==> config.mk <==
export PLATFORM = sky130hd
export DESIGN_NAME = cl_frame_gen
export DESIGN_NICKNAME = d
export VERILOG_FILES = /design/src/rtl/cl_pkg.sv /design/src/rtl/cl_pattern.sv /design/src/rtl/cl_frame_gen.sv
export SDC_FILE = /design/constraint.sdc
export NUM_CORES = 1
export LEC_CHECK = 0
export CAP_MARGIN = 20
export CORE_MARGIN = 5
export CORE_UTILIZATION = 45
export CTS_CLUSTER_DIAMETER = 100
export DETAILED_ROUTE_END_ITERATION = 12
export PLACE_DENSITY_LB_ADDON = 0.05
export SYNTH_ARGS = -nofsm -noshare
export SYNTH_HDL_FRONTEND = slang
export SYNTH_SLANG_ARGS = --single-unit
==> constraint.sdc <==
create_clock -name CLK -period 4.5 [get_ports CLK]
set_input_delay 0.9 -clock CLK [delete_from_list [all_inputs] [get_ports CLK]]
set_output_delay 0.9 -clock CLK [all_outputs]
set_load 0.02 [all_outputs]
==> src/rtl/cl_pkg.sv <==
// Shared types for the Camera Link frame generator: FSM state encoding and test-pattern codes.
package cl_pkg;

    typedef enum logic [2:0] {
        StIdle,
        StLead,
        StLine,
        StHblank,
        StVblank
    } cl_state_e;

    typedef enum logic [1:0] {
        PatHRamp   = 2'd0,
        PatVRamp   = 2'd1,
        PatChecker = 2'd2,
        PatConst   = 2'd3
    } cl_pattern_e;

endpackage

==> src/rtl/cl_pattern.sv <==
// Combinational test-pattern source: maps beat index x and line index y to the two tap pixels.
module cl_pattern
    import cl_pkg::*;
#(
    parameter int unsigned PIXEL_WIDTH = 8,
    parameter int unsigned PARAM_WIDTH = 11
) (
    input  logic [PARAM_WIDTH-1:0] x_i,
    input  logic [PARAM_WIDTH-1:0] y_i,
    input  cl_pattern_e            mode_i,
    input  logic [PIXEL_WIDTH-1:0] const_i,
    output logic [PIXEL_WIDTH-1:0] data_l_o,
    output logic [PIXEL_WIDTH-1:0] data_r_o
);

    always_comb begin
        data_l_o = '0;
        data_r_o = '0;
        unique case (mode_i)
            PatHRamp: begin
                // Two pixels per beat: even tap 2x, odd tap 2x+1, wrapping at the pixel width.
                data_l_o = PIXEL_WIDTH'({x_i, 1'b0});
                data_r_o = PIXEL_WIDTH'({x_i, 1'b1});
            end
            PatVRamp: begin
                data_l_o = PIXEL_WIDTH'(y_i);
                data_r_o = PIXEL_WIDTH'(y_i);
            end
            PatChecker: begin
                data_l_o = {PIXEL_WIDTH{x_i[2] ^ y_i[3]}};
                data_r_o = {PIXEL_WIDTH{x_i[2] ^ y_i[3]}};
            end
            PatConst: begin
                data_l_o = const_i;
                data_r_o = const_i;
            end
            default: ;
        endcase
    end

endmodule

==> src/rtl/cl_frame_gen.sv <==
// Camera Link frame generator: produces FVAL/LVAL/DVAL timing and two-tap test-pattern data,
// usable as a stand-in camera for loopback of the capture path.
module cl_frame_gen
    import cl_pkg::*;
#(
    parameter int unsigned PIXEL_WIDTH = 8,
    parameter int unsigned PARAM_WIDTH = 11
) (
    input  logic                   CLK,
    input  logic                   RST_N,
    input  logic                   iENABLE,
    input  logic [PARAM_WIDTH-1:0] iHACT,
    input  logic [PARAM_WIDTH-1:0] iHBLANK,
    input  logic [PARAM_WIDTH-1:0] iVACT,
    input  logic [PARAM_WIDTH-1:0] iFV_LEAD,
    input  logic [PARAM_WIDTH-1:0] iVBLANK,
    input  logic [1:0]             iPATTERN,
    input  logic [PIXEL_WIDTH-1:0] iCONST,
    input  logic [3:0]             iDVAL_GAP,
    output logic                   oFVAL,
    output logic                   oLVAL,
    output logic                   oDVAL,
    output logic [PIXEL_WIDTH-1:0] oDATA_L,
    output logic [PIXEL_WIDTH-1:0] oDATA_R,
    output logic                   oFRAME_DONE,
    output logic                   oBUSY
);

    localparam logic [PARAM_WIDTH-1:0] One = PARAM_WIDTH'(1);

    cl_state_e              state_q, state_d;
    logic [PARAM_WIDTH-1:0] cnt_q, cnt_d, x_q, x_d, y_q, y_d;
    logic [PARAM_WIDTH-1:0] hact_q, hact_d, hblank_q, hblank_d;
    logic [PARAM_WIDTH-1:0] vact_q, vact_d, vblank_q, vblank_d;
    logic [3:0]             gap_q, gap_d, gap_cnt_q, gap_cnt_d;
    logic                   stall_q, stall_d;
    cl_pattern_e            mode_q, mode_d;
    logic [PIXEL_WIDTH-1:0] const_q, const_d;
    logic                   start;

    logic                   fval_q, fval_d, lval_q, lval_d, dval_q, dval_d;
    logic                   done_q, done_d, busy_q, busy_d;
    logic [PIXEL_WIDTH-1:0] data_l_q, data_l_d, data_r_q, data_r_d, pat_l, pat_r;

    // Next-state: sequencing, counters and parameter capture.
    always_comb begin
        state_d   = state_q;
        cnt_d     = cnt_q;
        x_d       = x_q;
        y_d       = y_q;
        gap_cnt_d = gap_cnt_q;
        stall_d   = stall_q;
        hact_d    = hact_q;
        hblank_d  = hblank_q;
        vact_d    = vact_q;
        vblank_d  = vblank_q;
        gap_d     = gap_q;
        mode_d    = mode_q;
        const_d   = const_q;
        start     = 1'b0;

        unique case (state_q)
            StIdle: start = iENABLE;
            StLead: begin
                if (cnt_q == '0) begin
                    state_d = StLine;
                end else begin
                    cnt_d = cnt_q - One;
                end
            end
            StLine: begin
                if (stall_q) begin
                    stall_d = 1'b0;
                end else if (x_q == hact_q - One) begin
                    gap_cnt_d = '0;
                    x_d       = '0;
                    if (y_q == vact_q - One) begin
                        state_d = StVblank;
                        cnt_d   = vblank_q - One;
                    end else begin
                        y_d = y_q + One;
                        if (hblank_q != '0) begin
                            state_d = StHblank;
                            cnt_d   = hblank_q - One;
                        end
                    end
                end else begin
                    x_d = x_q + One;
                    if (gap_q != '0 && gap_cnt_q + 4'd1 == gap_q) begin
                        stall_d   = 1'b1;
                        gap_cnt_d = '0;
                    end else begin
                        gap_cnt_d = gap_cnt_q + 4'd1;
                    end
                end
            end
            StHblank: begin
                if (cnt_q == '0) begin
                    state_d = StLine;
                end else begin
                    cnt_d = cnt_q - One;
                end
            end
            StVblank: begin
                if (cnt_q != '0) begin
                    cnt_d = cnt_q - One;
                end else if (iENABLE) begin
                    start = 1'b1;
                end else begin
                    state_d = StIdle;
                end
            end
            default: state_d = StIdle;
        endcase

        if (start) begin
            hact_d    = (iHACT == '0) ? One : iHACT;
            vact_d    = (iVACT == '0) ? One : iVACT;
            vblank_d  = (iVBLANK == '0) ? One : iVBLANK;
            hblank_d  = iHBLANK;
            gap_d     = iDVAL_GAP;
            mode_d    = cl_pattern_e'(iPATTERN);
            const_d   = iCONST;
            x_d       = '0;
            y_d       = '0;
            gap_cnt_d = '0;
            stall_d   = 1'b0;
            if (iFV_LEAD == '0) begin
                state_d = StLine;
            end else begin
                state_d = StLead;
                cnt_d   = iFV_LEAD - One;
            end
        end
    end

    cl_pattern #(
        .PIXEL_WIDTH(PIXEL_WIDTH),
        .PARAM_WIDTH(PARAM_WIDTH)
    ) u_pattern (
        .x_i     (x_d),
        .y_i     (y_d),
        .mode_i  (mode_d),
        .const_i (const_d),
        .data_l_o(pat_l),
        .data_r_o(pat_r)
    );

    // Outputs are decoded from the next state so qualifiers and data leave the same flops edge.
    always_comb begin
        fval_d   = (state_d == StLead) || (state_d == StLine) || (state_d == StHblank);
        lval_d   = (state_d == StLine);
        dval_d   = lval_d && !stall_d;
        done_d   = (state_d == StVblank) && (state_q != StVblank);
        busy_d   = (state_d != StIdle);
        data_l_d = dval_d ? pat_l : (lval_d ? data_l_q : '0);
        data_r_d = dval_d ? pat_r : (lval_d ? data_r_q : '0);
    end

    always_ff @(posedge CLK or negedge RST_N) begin
        if (!RST_N) begin
            state_q   <= StIdle;
            cnt_q     <= '0;
            x_q       <= '0;
            y_q       <= '0;
            gap_cnt_q <= '0;
            stall_q   <= 1'b0;
            hact_q    <= '0;
            hblank_q  <= '0;
            vact_q    <= '0;
            vblank_q  <= '0;
            gap_q     <= '0;
            mode_q    <= PatHRamp;
            const_q   <= '0;
            fval_q    <= 1'b0;
            lval_q    <= 1'b0;
            dval_q    <= 1'b0;
            done_q    <= 1'b0;
            busy_q    <= 1'b0;
            data_l_q  <= '0;
            data_r_q  <= '0;
        end else begin
            state_q   <= state_d;
            cnt_q     <= cnt_d;
            x_q       <= x_d;
            y_q       <= y_d;
            gap_cnt_q <= gap_cnt_d;
            stall_q   <= stall_d;
            hact_q    <= hact_d;
            hblank_q  <= hblank_d;
            vact_q    <= vact_d;
            vblank_q  <= vblank_d;
            gap_q     <= gap_d;
            mode_q    <= mode_d;
            const_q   <= const_d;
            fval_q    <= fval_d;
            lval_q    <= lval_d;
            dval_q    <= dval_d;
            done_q    <= done_d;
            busy_q    <= busy_d;
            data_l_q  <= data_l_d;
            data_r_q  <= data_r_d;
        end
    end

    assign oFVAL       = fval_q;
    assign oLVAL       = lval_q;
    assign oDVAL       = dval_q;
    assign oDATA_L     = data_l_q;
    assign oDATA_R     = data_r_q;
    assign oFRAME_DONE = done_q;
    assign oBUSY       = busy_q;

endmodule

==> results of run 1 <==
==> path summary, 6_finish.rpt <==
check / from / endpoint / slack, ns
min in group asynchronous: RST_N / oFRAME_DONE$_DFF_PN0_ / 0.55
max in group asynchronous: RST_N / vact_q[7]$_DFFE_PN0P_ / 3.17
max: vact_q[0]$_DFFE_PN0P_ / oDATA_L[4]$_DFFE_PN0P_ / 0.63
max reg2reg: vact_q[0]$_DFFE_PN0P_ / oDATA_L[4]$_DFFE_PN0P_ / 0.63
min reg2reg: const_q[4]$_DFF_PN0_ / const_q[4]$_DFF_PN0_ / 0.48
min: const_q[4]$_DFF_PN0_ / const_q[4]$_DFF_PN0_ / 0.48
==> logic make-up after synthesis <==
logic type	synth area share, %
xor+xnor	8.04
mux	1.78
buf+inv	4.13
fa+ha+maj	1.59
compound gates	16.5
flops	39.9
simple gates	28.0
==> critical path, stage by stage, from the launching register on <==
cell	delay, ns
dfrtp_1	0.43
inv_1	0.10
ha_1	0.32
or4b_1	0.52
nor3_2	0.14
xnor2_1	0.09
a2111o_1	0.46
or3_1	0.69
o31ai_4	0.54
nor3_2	0.11
o21ai_0	0.17
o21ai_0	0.15
==> power by group <==
group | switching (µW) | leakage [µW] | internal (µW)
logic | 43.1 | 0.00204 | 61.4
clock network | 452 | 0.000264 | 804
registers | 0 | 0.00136 | 1020
total | 495 | 0.00367 | 1880
==> per-stage QoR <==
stage	hold WS [ns]	setup slack [ns]
6_report	0.484	0.630
3_3_place_gp	0.465	0.525
3_5_place_dp	0.479	0.387
4_1_cts	0.497	0.628
5_1_grt	0.515	0.364
2_1_floorplan	0.441	1.08
==> flip-flops by register name, summed over array words and instances (netlist names) <==
register	count
oBUSY	1
gap_cnt_q	4
oDVAL	1
gap_q	4
hact_q	11
state_q	3
const_q	8
oLVAL	1
cnt_q	11
oDATA_R	1
vact_q	11
x_q	11
y_q	11
mode_q	2
hblank_q	11
stall_q	1
vblank_q	11
oFVAL	1
oFRAME_DONE	1
oDATA_L	8
==> per-layer routing <==
| metal | GRT usage (%) | share of wire, % |
|---|---|---|
| met1 | 32.1 | 48 |
| met2 | 34.3 | 46 |
| met3 | 5.61 | 5.6 |
| met4 | 5.71 | 1.1 |
| met5 | 0 | 0 |
==> Yosys cell counts (5+ instances only) <==
| master | instances | share of area [%] |
|---|---|---|
| clkbuf_1 | 27 | 1.4 |
| xor2_1 | 32 | 4.0 |
| a31oi_1 | 10 | 0.88 |
| ha_1 | 9 | 1.6 |
| o31ai_1 | 5 | 0.53 |
| xnor2_1 | 33 | 4.1 |
| nand2_1 | 193 | 10 |
| o211ai_1 | 9 | 0.95 |
| nor2_1 | 56 | 3.0 |
| nor3_1 | 25 | 1.8 |
| nor4_1 | 24 | 2.1 |
| or3_1 | 14 | 1.2 |
| buf_4 | 7 | 0.74 |
| a21oi_1 | 29 | 2.0 |
| inv_1 | 25 | 1.3 |
| mux2_2 | 5 | 0.79 |
| mux2i_1 | 7 | 0.99 |
| a311oi_1 | 5 | 0.62 |
| or2_2 | 6 | 0.53 |
| nand3_1 | 28 | 2.0 |
| o21ai_0 | 37 | 2.6 |
| dfrtp_1 | 113 | 40 |
| o21a_1 | 6 | 0.64 |
| nand2b_1 | 9 | 0.79 |
| nand4_1 | 7 | 0.62 |
==> cell type report <==
cell class,instances,area (µm²),share of cell area (%)
multi-input cells,661,3980,45.6
clock buffers,24,492,5.64
flip-flops and latches,113,2830,32.4
repair buffers,103,1010,11.6
well taps,211,264,3.03
clock inverters,5,55.1,0.631
inverters,25,93.8,1.08
==> layout by cell type, fill, tap and decap left out, types with 5 or more instances in the layout <==
cell and n:
a31oi_1 10, inv_1 25, ha_1 9, nor4_1 24
mux2_2 5, nor3_1 25, mux2i_1 7, nand4_1 7
nand2_1 193, or3_1 14, nor2_1 56, buf_4 11
o21a_1 6, or2_2 6, o31ai_1 5, clkdlybuf4s50_1 91
xnor2_1 33, o21ai_0 37, o211ai_1 9, clkbuf_16 17
dfrtp_1 113, a311oi_1 5, nand3_1 27, xor2_1 32
a21oi_1 29, nand2b_1 9
==> impl_metrics.yaml, run 1 <==
finish:
  layout.nets: 1002
  fin_util_pct: 57.0
  areaGrowthSynthToFinish_pct: 23.1
  fillers: 1471
  antennaDiodeCount: 0
  drive_gt1_share_pct: 8.27
  final_area_um2: 8720
  instances_no_fill: 1142
grt:
  grt_pass1_vias: 6416
  grt_antenna_before_repair: 0
  grt_max_degree: 58
  grt_overflow: 0
  track_usage_pct: 22.5
  grt_pass1_wl_um: 32900
critical_path:
  end_kind: "register"
  reg2reg_depth: 11
  crit_required_ns: 4.79
  setup.worst_path.class: "register to register"
  start_kind: "register"
  crit_fanout: 15
  cp.arrival_ns: 4.16
placement:
  dp_cells: 1113
  placed_cell_area_um2: 8180
  io_buffer_count: 92
  dp_hpwl_um: 15100
  gp_congestion: 0.889
power_and_ir_drop:
  power_leakage_uw: 0.00367
  ir_drop_mv: 0.260
  total_power_uw: 2380
  power-per-cell-area_nw_per_um2: 273
timing:
  rsz0062_at_grt: "false"
  min_period_ns: 3.87
  setup_viol: 0
  max_freq_mhz: 258
  worst_slew_pin_slew_ns: 0.831
  finalMaxSlewViolations: 0
  skew_ns: 0.00970
  final.setup.tns_ns: 0
  finalHoldViolations: 0
  maxSlewHeadroom_pct: 44.4
  finalCritPeriodShare_pct: 86.0
routing:
  route.detailed.drc: 0
  detail_route.vias_per_cell: 5.80
  dr.first_iter.drc_count: 443
  antenna_left: 0
  vias: 6627
  wl_per_cell_um: 17.6
  drtPass1Iterations: 5
  postRouteWirelength_um: 20000
floorplan:
  dieWidth_um: 135
  rows: 45
  core_um2: 15300
  initial_utilization_pct: 46.3
  dieArea_um2: 18400
  ioPinCount: 93
  die_h_um: 135
yosys:
  synth.ff_latch_count: 113
  yosys_warnings: 0
  synth_fp_nets: 921
  yosysSeqAreaShare_pct: 39.9
  synth_area_um2: 7080
  synth_cell_types: 81
  synth.avg_cell_area_um2: 8.43
  ys.flop_type: "dfrtp_1"
  synth_edf_count: 0
  postSynthCellCount: 840
  async_flop_share_pct: 100
cts:
  postCtsSetupBuffers: 0
  numCtsBuffers: 17
  worstSkewPairLatency_ns: 0.42
  clkTransAtPathRegs_ns: 0.05
  ctsLongestPathBuffers: 2
  h-tree-depth: 4
  holdBufCountCts: 0
  clock_sinks: 113
  ctsRootBufferMaster: "clkbuf_16"
  post_cts_resized: 0
  cts_tree: "yes"
job:
  drv_cap: 0
min_path:
  hold_class: "register to register"
  hold-path-cell-count: 2
outcome:
  status: "complete, no violations"
(Power assumes the default switching activity.)
==> run 2, diff against run 1 <==
Settings changed: DONT_BUFFER_PORTS set to 1.
==> impl_metrics.yaml, run 2 (same netlist as run 1, synthesis figures left out) <==
timing:
  min_period_ns: 3.84
  finalHoldViolations: 0
  worst_slew_pin_slew_ns: 0.899
  max_freq_mhz: 261
  final.setup.tns_ns: 0
  finalMaxSlewViolations: 0
  maxSlewHeadroom_pct: 39.2
  setup_viol: 0
  worst_slack_ns: 0.661
  rsz0062_at_grt: "false"
  skew_ns: 0.00658
  finalCritPeriodShare_pct: 85.3
critical_path:
  max_stage_delay_ns: 0.68
  start_kind: "register"
  crit_required_ns: 4.79
  setup.worst_path.class: "register to register"
  cp.arrival_ns: 4.13
  crit_path_cell_trace: "inv_1 > ha_1 > or4b_1 > nor3_2 > xnor2_1 > a2111o_1 > or3_1 > o31ai_4 > nor2_4 > a32oi_1 > o21ai_1"
  reg2reg_depth: 11
  crit_fanout: 15
  cp_top_family: "simple AND/OR/NAND/NOR gates"
  cp_num_cells: 11
  critical_path_buf_inv_count: 1
  end_kind: "register"
  critPathSlowestCell: "or3_1"
floorplan:
  dieArea_um2: 18400
  initial_utilization_pct: 46.3
  core_um2: 15300
  rows: 45
  dieWidth_um: 135
  die_h_um: 135
  ioPinCount: 93
placement:
  dp_hpwl_um: 14300
  gp_congestion: 0.978
  preCtsSetupSlack_ns: 0.630
  io_buffer_count: 0
grt:
  grt_antenna_before_repair: 0
  track_usage_pct: 21.8
  grt_overflow: 0
  grt_max_degree: 114
  busiest_layer: "met2"
  met2_usage_pct: 32.2
  grt_pass1_vias: 6032
  use_met1_pct: 30.6
  met3_usage_pct: 6.17
  grt_pass1_wl_um: 31700
cts:
  cts_tree: "yes"
  clock_sinks: 113
  post_cts_resized: 0
  postCtsSetupBuffers: 0
  ctsLongestPathBuffers: 2
  worstSkewPairLatency_ns: 0.42
  ctsRootBufferMaster: "clkbuf_16"
  holdBufCountCts: 0
  clkTransAtPathRegs_ns: 0.05
  h-tree-depth: 4
  numCtsBuffers: 17
finish:
  fin_util_pct: 51.0
  layout.nets: 907
  final_common_cell: "nand2_1"
  layout_common_cells: "nand2_1, dfrtp_1, nor2_1"
  areaGrowthSynthToFinish_pct: 10.3
  fillers: 1499
  antennaDiodeCount: 0
  drive_gt1_share_pct: 9.19
power_and_ir_drop:
  power_leakage_uw: 0.00331
  total_power_uw: 2380
  ir_drop_mv: 0.261
  power-per-cell-area_nw_per_um2: 304
routing:
  drtPass1Iterations: 6
  postRouteWirelength_um: 19400
  vias: 6254
  wl_per_cell_um: 18.5
  antenna_left: 0
  route.detailed.drc: 0
  detail_route.vias_per_cell: 5.96
  dr.first_iter.drc_count: 528
job:
  drv_cap: 0
outcome:
  status: "complete, no violations"
min_path:
  hold_class: "input pin to async pin"
[run 2: changes by cell type in the layout (fill, tap and decap cells not counted), sizes merged]
cell,previous run,this run
buf,12,8
clkbuf,24,22
clkinv,2,4
clkinvlp,2,3
clkdlybuf4s50,91,0
bufinv,1,2
[run 2: layout make-up]
type | instances | area (µm²) | area share [%]
Multi-Input combinational cell | 661 | 3980 | 50.9
Sequential cell | 113 | 2830 | 36.2
Clock buffer | 22 | 484 | 6.20
Tap cell | 211 | 264 | 3.38
Clock inverter | 9 | 106 | 1.36
Inverter | 25 | 93.8 | 1.20
Timing Repair Buffer | 8 | 60.1 | 0.769
[run 2: metrics by stage]
step / hold WS, ns / instance area [µm²] / cells
after global routing: 0.157 / 7810 / 1049
final: 0.178 / 7810 / 1049
after floorplan: 0.441 / 7080 / 840
after global placement: 0.466 / 7220 / 1018
after CTS: 0.165 / 7810 / 1049
after detailed placement: 0.476 / 7220 / 1018
[run 2: final timing paths]
check,startpoint,to,slack (ns)
worst max-delay path,vact_q[0]$_DFFE_PN0P_,oDATA_L[1]$_DFFE_PN0P_,0.66
worst min-delay path,RST_N,vblank_q[2]$_DFFE_PN0P_,0.18
worst max register to register,vact_q[0]$_DFFE_PN0P_,oDATA_L[1]$_DFFE_PN0P_,0.66
worst min register to register,const_q[2]$_DFF_PN0_,const_q[2]$_DFF_PN0_,0.49
max in group asynchronous,RST_N,const_q[7]$_DFF_PN0_,4.10
min in group CLK,const_q[2]$_DFF_PN0_,const_q[2]$_DFF_PN0_,0.49
[run 2: per-layer routing]
metal / vias up / part of all wire, %
met3: 39 / 8.2
met5: - / 0
met2: 262 / 44
met4: 0 / 2.1
li1: 2969 / -
met1: 2984 / 46
[run 2: power breakdown]
group          leakage (µW)  internal [µW]  switching [µW]
Clock              0.000284            867             480
Combinational       0.00167           6.37            5.90
Sequential          0.00136           1020               0
==> run 3, diff against run 2 <==
Settings changed: CAP_MARGIN 20 to not set.
==> results of run 3 <==
Same layout as run 2: the final DEF is identical, and so are final timing and power.
